==> config.mk <==
export PLATFORM = sky130hd
export DESIGN_NAME = regfile_write_arbiter
export DESIGN_NICKNAME = d
export VERILOG_FILES = /design/src/rtl/regfile_write_arbiter.sv
export SDC_FILE = /design/constraint.sdc
export NUM_CORES = 1
export LEC_CHECK = 0
export BUFFER_PORTS_ARGS = -buffer_cell sky130_fd_sc_hd__buf_4
export CAP_MARGIN = 40
export CORE_AREA = 4 4 96 98
export DETAILED_ROUTE_END_ITERATION = 8
export DIE_AREA = 0 0 100 102
export PLACE_DENSITY = 0.79
export RECOVER_POWER = 25
export REMOVE_ABC_BUFFERS = 1
export SLEW_MARGIN = 20
export SYNTH_ARGS = -nofsm -noshare
export SYNTH_HDL_FRONTEND = slang
export SYNTH_SLANG_ARGS = --single-unit
==> constraint.sdc <==
create_clock -name clk -period 2.8 [get_ports clk]
set_input_delay 0.28 -clock clk [delete_from_list [all_inputs] [get_ports clk]]
set_output_delay 0.28 -clock clk [all_outputs]
set_load 0.005 [all_outputs]
==> src/rtl/regfile_write_arbiter.sv <==
// Round-robin arbiter that shares the Register_File write port between two writeback
// requesters. It stages the granted write one cycle and forwards it onto both read ports.
module regfile_write_arbiter #(
  parameter int N = 32
) (
  input  logic         clk,
  input  logic         reset,
  input  logic         req0_valid_i,
  input  logic [4:0]   req0_addr_i,
  input  logic [N-1:0] req0_data_i,
  output logic         req0_ready_o,
  input  logic         req1_valid_i,
  input  logic [4:0]   req1_addr_i,
  input  logic [N-1:0] req1_data_i,
  output logic         req1_ready_o,
  output logic         Reg_Write_o,
  output logic [4:0]   Write_Register_o,
  output logic [N-1:0] Write_Data_o,
  input  logic [4:0]   Read_Register_1_i,
  input  logic [4:0]   Read_Register_2_i,
  input  logic [N-1:0] Read_Data_1_i,
  input  logic [N-1:0] Read_Data_2_i,
  output logic [N-1:0] Read_Data_1_o,
  output logic [N-1:0] Read_Data_2_o
);

  logic         grant0;
  logic         grant1;
  logic         reg_write_q, reg_write_d;
  logic [4:0]   wr_addr_q, wr_addr_d;
  logic [N-1:0] wr_data_q, wr_data_d;
  logic         prio_q, prio_d;

  // Ready is suppressed while reset is held so no write is accepted into a clearing stage.
  always_comb begin
    grant0 = 1'b0;
    grant1 = 1'b0;
    if (!reset) begin
      if (req0_valid_i && req1_valid_i) begin
        grant0 = ~prio_q;
        grant1 = prio_q;
      end else begin
        grant0 = req0_valid_i;
        grant1 = req1_valid_i;
      end
    end
  end

  assign req0_ready_o = grant0;
  assign req1_ready_o = grant1;

  // Writes to x0 are consumed, and they still rotate priority, but they never assert the enable.
  always_comb begin
    reg_write_d = 1'b0;
    wr_addr_d   = wr_addr_q;
    wr_data_d   = wr_data_q;
    prio_d      = prio_q;
    if (grant0) begin
      wr_addr_d   = req0_addr_i;
      wr_data_d   = req0_data_i;
      reg_write_d = (req0_addr_i != 5'd0);
      prio_d      = 1'b1;
    end else if (grant1) begin
      wr_addr_d   = req1_addr_i;
      wr_data_d   = req1_data_i;
      reg_write_d = (req1_addr_i != 5'd0);
      prio_d      = 1'b0;
    end
  end

  always_ff @(posedge clk or posedge reset) begin
    if (reset) begin
      reg_write_q <= 1'b0;
      wr_addr_q   <= 5'd0;
      wr_data_q   <= '0;
      prio_q      <= 1'b0;
    end else begin
      reg_write_q <= reg_write_d;
      wr_addr_q   <= wr_addr_d;
      wr_data_q   <= wr_data_d;
      prio_q      <= prio_d;
    end
  end

  assign Reg_Write_o      = reg_write_q;
  assign Write_Register_o = wr_addr_q;
  assign Write_Data_o     = wr_data_q;

  // The staged write lands in Register_File at the next edge, so readers in this cycle take it from here.
  always_comb begin
    Read_Data_1_o = Read_Data_1_i;
    Read_Data_2_o = Read_Data_2_i;
    if (reg_write_q && (wr_addr_q == Read_Register_1_i) && (Read_Register_1_i != 5'd0))
      Read_Data_1_o = wr_data_q;
    if (reg_write_q && (wr_addr_q == Read_Register_2_i) && (Read_Register_2_i != 5'd0))
      Read_Data_2_o = wr_data_q;
  end

  one_grant_a : assert property (@(posedge clk) disable iff (reset)
    !(req0_ready_o && req1_ready_o));

endmodule

==> results of run 1 <==
==> placed cells by master, fill, tap and decap left out, types with 4 or more instances in the layout <==
| cell | count |
|---|---|
| a22oi_1 | 37 |
| buf_4 | 255 |
| clkbuf_4 | 5 |
| clkbuf_8 | 7 |
| dfrtp_1 | 39 |
| mux2_1 | 30 |
| mux2_2 | 4 |
| mux2_4 | 30 |
| nand2_1 | 80 |
| xnor2_1 | 7 |
==> layout make-up <==
class	instances	area share, %
inverter	2	0.1540
multi-input combinational	207	34.26
clock buffer	8	2.053
tap	108	2.771
sequential	39	20.02
timing repair buffer	263	40.75
==> sequential cells by signal (all words and copies together) (netlist names) <==
name	flops
Write_Data_o	32
Write_Register_o	5
Reg_Write_o	1
prio_q	1
==> metal layers <==
layer	GRT usage, %	routed length [µm]
met1	21.50	3766
met2	37.87	5875
met5	0	0
met4	5.596	136
met3	4.096	937
==> critical path, cell delays in order (launching register included) <==
cell,delay (ns)
dfrtp_1,0.46
xnor2_1,0.22
nand3_1,0.15
a211oi_4,0.24
buf_4,0.31
mux2_1,0.38
buf_4,0.14
==> cell usage after synthesis, drive strengths merged <==
library cell,count
o41ai,2
xnor2,8
nor2,2
a21oi,2
nand2b,2
buf,8
inv,2
clkbuf,9
nand3,2
or4,2
dfrtp,39
nand2,80
a211oi,2
mux2,64
o21ai,4
a22oi,37
==> per-stage QoR <==
| stage | total power [W] | worst slack (ns) | setup TNS (ns) | utilization (%) |
|---|---|---|---|---|
| 6_report | 0.001893 | 0.3245 | 0 | 57.60 |
| 5_1_grt | 0.002012 | 0.2145 | 0 | 57.60 |
| 4_1_cts | 0.001921 | 0.3051 | 0 | 57.69 |
| 3_5_place_dp | 0.001501 | 0.6283 | 0 | 56.50 |
| 3_3_place_gp | 0.001469 | 0.7089 | 0 | 56.18 |
| 2_1_floorplan | 0.001007 | -0.009665 | -0.01933 | - |
==> power by group <==
group	switching [W]	internal, W
Sequential	0.000115	0.000653
Combinational	0.000266	0.000444
Clock	0.000190	0.000225
Total	0.000571	0.00132
==> cells by family after synthesis <==
| group | after synthesis |
|---|---|
| AOI/OAI and AO/OA | 47 |
| buffers and inverters | 19 |
| xor gates and xnor gates | 8 |
| DFF | 39 |
| and+or+nand+nor | 88 |
| muxes | 64 |
==> final timing paths <==
| kind | end | slack [ns] | cells after the start |
|---|---|---|---|
| hold reg to reg | Write_Data_o[14] | 0.53 | 2 |
| hold / removal | Write_Data_o[4] | 0.21 | 3 |
| setup reg to reg | Write_Data_o[24] | 1.10 | 5 |
| max in group asynchronous | Write_Data_o[7] | 0.75 | 3 |
| min in group asynchronous | Write_Data_o[29] | 0.85 | 3 |
| setup / recovery | Read_Data_1_o[5] | 0.32 | 6 |
==> results.sh, run 1 <==
export IMPL_grt_usage_pct=19.57
export IMPL_synthCells=265
export IMPL_peakVddDrop_mv=0.2297
export IMPL_grt_pass1_vias=3169
export IMPL_ys_warn_count=0
export IMPL_maxSlewViolCount=40
export IMPL_setup_violations=0
export IMPL_cts_inserted_buffers=5
export IMPL_cts_tree="done"
export IMPL_drtIter0Drc=62
export IMPL_powerDensity_mw_per_mm2=388.2
export IMPL_multiInputGateArea_mm2=0.001670
export IMPL_critPathKind="flop to output pin"
export IMPL_required_ns=2.52
export IMPL_yosys_area_share_simple_pct=12.59
export IMPL_violations="capacitance limit, slew limit"
export IMPL_die_area_mm2=0.01020
export IMPL_antenna_found_initial=0
export IMPL_cts_resized=0
export IMPL_fin_area_mm2=0.004876
export IMPL_worstPathMaxFanout=18
export IMPL_drt_pass1_iterations=4
export IMPL_min_from="req1_data_i[4]"
export IMPL_critPathLaunch="Write_Register_o[3]"
export IMPL_clkSinkCount=39
export IMPL_synth_cell_types=22
export IMPL_wl_um=10720
export IMPL_crit_arrival_ns=2.20
export IMPL_finClkSkew_ns=0.003955
export IMPL_nets=670
export IMPL_hp_class="input pin to flop"
export IMPL_io_pins=256
export IMPL_ant_nets=0
export IMPL_relSlewSlack_pct=-39.87
export IMPL_synthMuxAreaShare_pct=30.38
export IMPL_rows=34
export IMPL_cts_root_buf="clkbuf_8"
export IMPL_ys_seq_elements=39
export IMPL_start_kind="flop"
export IMPL_postPlaceCellArea_mm2=0.004783
export IMPL_clk_pin_slew_ns=0.08
export IMPL_insertion_delay_ns=0.28
export IMPL_finalHoldViolations=0
export IMPL_synth_compound_gate_area_share_pct=13.87
export IMPL_synth_area_leaders="dfrtp_1 (36%), mux2_4 (16%), mux2_1 (12%), nand2_1 (11%), a22oi_1 (10%)"
export IMPL_synthXorXnorAreaFrac_pct=2.828
export IMPL_synthesis_area_mm2=0.002743
export IMPL_die_h_um=102
export IMPL_outcome="finished with violations"
export IMPL_grt_max_degree=40
export IMPL_area_growth_pct=77.78
export IMPL_fillers=763
export IMPL_rsz0062_at_grt="no"
export IMPL_regArea_um2=975.9
export IMPL_core_area_mm2=0.008466
export IMPL_min_period_ns=2.476
export IMPL_die_w_um=100
export IMPL_hpwl_um=8745
export IMPL_ys_seq_area_share_pct=35.58
export IMPL_routedWlPerCell_um=17.09
export IMPL_grt_pass1_wl_um=15810
export IMPL_worst_pin_slew_ns=2.098
export IMPL_dp_cells=619
export IMPL_grt_ovfl_total=0
export IMPL_whs_ns=0.2097
export IMPL_yosysTopAreaCell="dfrtp_1"
export IMPL_diodes=0
export IMPL_post_cts_setup_buffers=0
export IMPL_end_kind="output pin"
export IMPL_r2r_start="prio_q"
export IMPL_fin_crit_sh_pct=88.41
export IMPL_fmax_ghz=0.4040
export IMPL_stdcell_count=627
export IMPL_synth_top_area_share_pct=35.58
export IMPL_synth_top_family_by_area="multiplexers"
export IMPL_avgSynthCellArea_um2=10.35
export IMPL_vias_per_cell=4.923
export IMPL_synthAdderAreaFrac_pct=0
export IMPL_htreeDepth=2
export IMPL_p_leak_nw=2.532
export IMPL_portBuffers=255
export IMPL_place_congestion=0.9457
export IMPL_drc=0
export IMPL_initial_utilization_pct=32.40
export IMPL_drv_cap=1
export IMPL_drive_above_1_share_pct=59.73
export IMPL_cts_hold_buf=0
export IMPL_num_vias=3087
export IMPL_clk_path_buf_depth=2
(Power assumes the default switching activity.)
==> run 2, diff against run 1 <==
--- a/config.mk
+++ b/config.mk
@@ -5,12 +5,13 @@
 export SDC_FILE = /design/constraint.sdc
 export NUM_CORES = 1
 export LEC_CHECK = 0
+export ABC_AREA = 1
 export BUFFER_PORTS_ARGS = -buffer_cell sky130_fd_sc_hd__buf_4
 export CAP_MARGIN = 40
-export CORE_AREA = 4 4 96 98
+export CORE_AREA = 4 4 97 99
 export DETAILED_ROUTE_END_ITERATION = 8
-export DIE_AREA = 0 0 100 102
-export PLACE_DENSITY = 0.79
+export DIE_AREA = 0 0 101 103
+export PLACE_DENSITY = 0.84
 export RECOVER_POWER = 25
 export REMOVE_ABC_BUFFERS = 1
 export SLEW_MARGIN = 20
==> results.sh, run 2 <==
export IMPL_rows=34
export IMPL_htreeDepth=2
export IMPL_drive_above_1_share_pct=39.70
export IMPL_synth_ff_type="dfrtp_1"
export IMPL_violations="capacitance limit, slew limit"
export IMPL_clk_pin_slew_ns=0.08
export IMPL_whs_ns=0.2052
export IMPL_rrSetupSlack_ns=1.34
export IMPL_maxSlewViolCount=40
export IMPL_ys_top_cells_by_count="nand2_1 (238), nand3_1 (67), nand4_1 (64)"
export IMPL_hp_class="input pin to flop"
export IMPL_ys_seq_elements=39
export IMPL_fin_area_mm2=0.005195
export IMPL_mostFrequentLayoutCells="buf_4 (256), nand2_1 (238), nand3_1 (67)"
export IMPL_num_vias=4422
export IMPL_grt_usage_pct=24.34
export IMPL_required_ns=2.52
export IMPL_powerDensity_mw_per_mm2=419.4
export IMPL_synthCells=509
export IMPL_finClkSkew_ns=0.005811
export IMPL_ys_seq_area_share_pct=30.01
export IMPL_critPathKind="flop to output pin"
export IMPL_post_cts_setup_buffers=0
export IMPL_synth_async_sr_flop_share_pct=100.0
export IMPL_vias_per_cell=5.196
export IMPL_place_congestion=0.8571
export IMPL_die_area_mm2=0.01040
export IMPL_ant_nets=0
export IMPL_initial_utilization_pct=38.03
export IMPL_cts_inserted_buffers=5
export IMPL_postPlaceCellArea_mm2=0.005106
export IMPL_yosysTopAreaCell="dfrtp_1"
export IMPL_portBuffers=255
export IMPL_cts_hold_buf=0
export IMPL_setup_violations=0
export IMPL_drv_cap=1
export IMPL_fmax_ghz=0.3972
export IMPL_die_h_um=103
export IMPL_avgSynthCellArea_um2=6.389
export IMPL_synth_top_area_share_pct=30.01
export IMPL_min_period_ns=2.518
export IMPL_cts_tree="done"
export IMPL_grt_max_degree=40
export IMPL_grt_pass1_wl_um=20330
export IMPL_layout_commonest_cell="buf_4"
export IMPL_insertion_delay_ns=0.28
export IMPL_dp_cells=843
export IMPL_cts_resized=0
export IMPL_io_pins=256
export IMPL_rsz0062_at_grt="no"
export IMPL_final_util_pct=60.76
export IMPL_peakVddDrop_mv=0.2227
export IMPL_relSlewSlack_pct=-43.50
export IMPL_die_w_um=101
export IMPL_clkSinkCount=39
export IMPL_drt_pass1_iterations=5
export IMPL_area_growth_pct=59.75
export IMPL_largest_reg_flops=32
export IMPL_stdcell_count=851
export IMPL_worst_pin_slew_ns=2.152
export IMPL_synth_area_leaders="dfrtp_1 (30%), nand2_1 (27%), nand4_1 (12%), nand3_1 (10%), buf_6 (4.2%)"
export IMPL_hpwl_um=10200
export IMPL_grt_pass1_vias=4331
export IMPL_crit_arrival_ns=2.24
export IMPL_core_area_mm2=0.008551
export IMPL_nets=894
export IMPL_synth_enable_flop_cells=0
export IMPL_routedWlPerCell_um=15.93
export IMPL_grt_ovfl_total=0
export IMPL_diodes=0
export IMPL_worstPathMaxFanout=32
export IMPL_start_kind="flop"
export IMPL_p_leak_nw=2.927
export IMPL_yosysMostFrequentCell="nand2_1"
export IMPL_drc=0
export IMPL_wl_um=13550
export IMPL_antenna_found_initial=0
export IMPL_synthesis_area_mm2=0.003252
export IMPL_end_kind="output pin"
export IMPL_drtIter0Drc=169
export IMPL_outcome="finished with violations"
export IMPL_p_total_w=0.002179
export IMPL_ys_warn_count=0
export IMPL_cts_root_buf="clkbuf_8"
export IMPL_finalHoldViolations=0
export IMPL_clk_path_buf_depth=2
export IMPL_synth_cell_types=24
export IMPL_fin_crit_sh_pct=89.92
==> run 2: critical path: stages (launching register included) <==
cell     delay (ns)
dfrtp_1        0.48
nor2_1         0.08
nand2_1        0.07
nand2_1        0.05
nand2_2        0.30
nand4_4        0.53
nand2_1        0.23
nand2_1        0.07
buf_4          0.13
==> run 2: final timing paths <==
check / from / endpoint / cells past startpoint
max in group asynchronous: reset / Write_Data_o[7] / 3
max reg2reg: prio_q / Write_Data_o[7] / 5
min reg2reg: Write_Data_o[23] / Write_Data_o[23] / 2
min in group asynchronous: reset / Write_Data_o[13] / 3
min: req0_data_i[18] / Write_Data_o[18] / 3
max: Write_Register_o[1] / Read_Data_2_o[15] / 8
==> run 2: power breakdown <==
group | leakage, nW | internal (W) | total, W | switching [W]
Combinational | 2.40 | 0.000472 | 0.000964 | 0.000492
Sequential | 0.474 | 0.000664 | 0.000791 | 0.000127
Clock | 0.0515 | 0.000225 | 0.000424 | 0.000199
Total | 2.93 | 0.00136 | 0.00218 | 0.000818
==> run 2: stage by stage <==
step / TNS [ns] / worst slack, ns
global placement: 0 / 0.7261
finish: 0 / 0.2823
detailed placement: 0 / 0.6127
CTS: 0 / 0.2824
global route: 0 / 0.07601
floorplan: -0.02118 / -0.01086
==> run 2: kinds of logic (layout without fill, tap and decap cells) <==
group | count (synthesis) | in the layout | synth area share [%]
simple gates | 393 | 393 | 56.37
compound gates | 11 | 11 | 2.308
buf+inv | 66 | 300 | 11.31
flops | 39 | 39 | 30.01
==> run 2: layer usage <==
layer | part of all wire (%) | GRT usage [%]
met1 | 36 | 28.13
met2 | 51 | 44.91
met3 | 9.7 | 4.871
met5 | 0 | 0
met4 | 2.5 | 8.078
==> run 2: area by class of cell <==
type                            instances  area (µm²)
Clock buffer                            8       100.1
Fill cell                             803        3356
Inverter                               28       105.1
Multi-Input combinational cell        404        1908
Sequential cell                        39       975.9
Tap cell                              108       135.1
Timing Repair Buffer                  264        1971
==> run 3, diff against run 2 <==
--- a/config.mk
+++ b/config.mk
@@ -9,6 +9,7 @@
 export BUFFER_PORTS_ARGS = -buffer_cell sky130_fd_sc_hd__buf_4
 export CAP_MARGIN = 40
 export CORE_AREA = 4 4 97 99
+export CTS_BUF_LIST = sky130_fd_sc_hd__clkbuf_2
 export DETAILED_ROUTE_END_ITERATION = 8
 export DIE_AREA = 0 0 101 103
 export PLACE_DENSITY = 0.84
==> results.sh, run 3 (same netlist as run 2, synthesis figures left out) <==
export IMPL_crit_arrival_ns=2.36
export IMPL_relSlewSlack_pct=33.47
export IMPL_min_period_ns=2.643
export IMPL_peakVddDrop_mv=0.2223
export IMPL_grt_max_degree=40
export IMPL_htreeDepth=2
export IMPL_stdcell_count=855
export IMPL_r2r_start="prio_q"
export IMPL_grt_pass1_vias=4330
export IMPL_fillers=807
export IMPL_nets=898
export IMPL_clk_pin_slew_ns=0.21
export IMPL_whs_ns=0.08176
export IMPL_rsz0062_at_grt="no"
export IMPL_worstPathMaxFanout=16
export IMPL_routedWlPerCell_um=16.76
export IMPL_antenna_found_initial=0
export IMPL_wl_um=14330
export IMPL_powerDensity_mw_per_mm2=392.1
export IMPL_drtIter0Drc=220
export IMPL_portBuffers=255
export IMPL_initial_utilization_pct=38.03
export IMPL_p_leak_nw=2.913
export IMPL_end_kind="output pin"
export IMPL_fmax_ghz=0.3784
export IMPL_drc=0
export IMPL_finalHoldViolations=0
export IMPL_place_congestion=0.8571
export IMPL_ant_nets=0
export IMPL_io_pins=256
export IMPL_hpwl_um=10200
export IMPL_cts_tree="done"
export IMPL_required_ns=2.52
export IMPL_largest_reg_flops=32
export IMPL_rows=34
export IMPL_diodes=0
export IMPL_die_h_um=103
export IMPL_worst_pin_slew_ns=0.9980
export IMPL_die_area_mm2=0.01040
export IMPL_vias_per_cell=5.241
export IMPL_grt_usage_pct=24.20
export IMPL_tns_ns=0
export IMPL_critPathKind="flop to output pin"
export IMPL_die_w_um=101
export IMPL_rrSetupSlack_ns=1.30
export IMPL_clkSinkCount=39
export IMPL_area_growth_pct=59.56
export IMPL_insertion_delay_ns=0.39
export IMPL_drt_pass1_iterations=4
export IMPL_critPathLaunch="Write_Register_o[3]"
export IMPL_maxSlewViolCount=0
export IMPL_num_vias=4481
export IMPL_pre_cts_slack_ns=0.6127
export IMPL_cts_root_buf="clkbuf_2"
export IMPL_dp_cells=843
export IMPL_min_from="req0_data_i[18]"
export IMPL_fin_crit_sh_pct=94.38
export IMPL_start_kind="flop"
export IMPL_drv_cap=0
export IMPL_hp_class="input pin to flop"
export IMPL_grt_ovfl_total=0
export IMPL_finClkSkew_ns=0.02114
export IMPL_grt_pass1_wl_um=20240
export IMPL_setup_slack_ns=0.1573
export IMPL_cts_inserted_buffers=5
export IMPL_mostFrequentLayoutCells="buf_4 (256), nand2_1 (238), nand3_1 (67)"
export IMPL_layout_commonest_cell="buf_4"
export IMPL_core_area_mm2=0.008551
export IMPL_drive_above_1_share_pct=39.76
export IMPL_outcome="complete, no violations"
export IMPL_setup_violations=0
export IMPL_clk_path_buf_depth=2
run 3: changes by cell type in the layout (fill, tap and decap cells not counted), sizes merged:
cell	previous run	this run
clkinv	1	4
clkbuf	16	14
nand4	66	68
dlygate4sd3	0	1
inv	27	26
nor2	12	13
run 3: final cells by class:
cell class / count / area (µm²) / area share (%)
Multi-Input combinational cell: 407 / 1957 / 37.71
Clock inverter: 2 / 7.507 / 0.1447
Timing Repair Buffer: 265 / 1978 / 38.12
Tap cell: 108 / 135.1 / 2.604
Inverter: 28 / 105.1 / 2.026
Clock buffer: 6 / 30.03 / 0.5787
Sequential cell: 39 / 975.9 / 18.81
run 3: worst max-delay path, cell delays in order (launching register included):
cell and delay (ns):
dfrtp_1 0.50, inv_2 0.14, nand2_1 0.07, nand2_1 0.08
nand2_2 0.09, nor2_2 0.62, nand4_1 0.22, nand2_1 0.13
buf_4 0.11
run 3: timing repair:
item                                   4_1_cts  5_1_grt
gates resized for setup                      0        2
setup buffers                                0        0
setup endpoints to repair                    0       51
hold buffers                                 1        0
endpoints found under the hold margin       30        0
run 3: worst paths after layout:
path                                       end  cells after the start
setup / recovery             Read_Data_2_o[16]                      8
hold / removal                Write_Data_o[18]                      3
setup reg to reg               Write_Data_o[7]                      5
hold reg to reg               Write_Data_o[20]                      2
max in group asynchronous      Write_Data_o[7]                      4
min in group asynchronous  Write_Register_o[2]                      4
run 3: power by group:
part | internal [W] | leakage [nW] | switching (W) | total (W)
clock | 0.0000602 | 0.0281 | 0.000188 | 0.000249
sequential | 0.000663 | 0.474 | 0.000126 | 0.000789
combinational | 0.000476 | 2.41 | 0.000522 | 0.000997
run 3: per-layer routing:
layer	share of wire (%)	wire (µm)	vias up	global-route usage, %
li1	-	-	2184	-
met1	38	5419	2022	28.46
met2	51	7246	250	44.10
met3	9.5	1366	25	4.736
met4	2.1	294	0	8.078
met5	0	0	-	0
run 3: stage by stage:
step	utilization, %	power (W)	cell area [µm²]
after global routing	60.68	0.002179	5189
final	60.68	0.002035	5189
after floorplan	-	0.001175	2989
after detailed placement	59.72	0.001770	5106
after CTS	60.27	0.002021	5154
after global placement	59.72	0.001742	5106
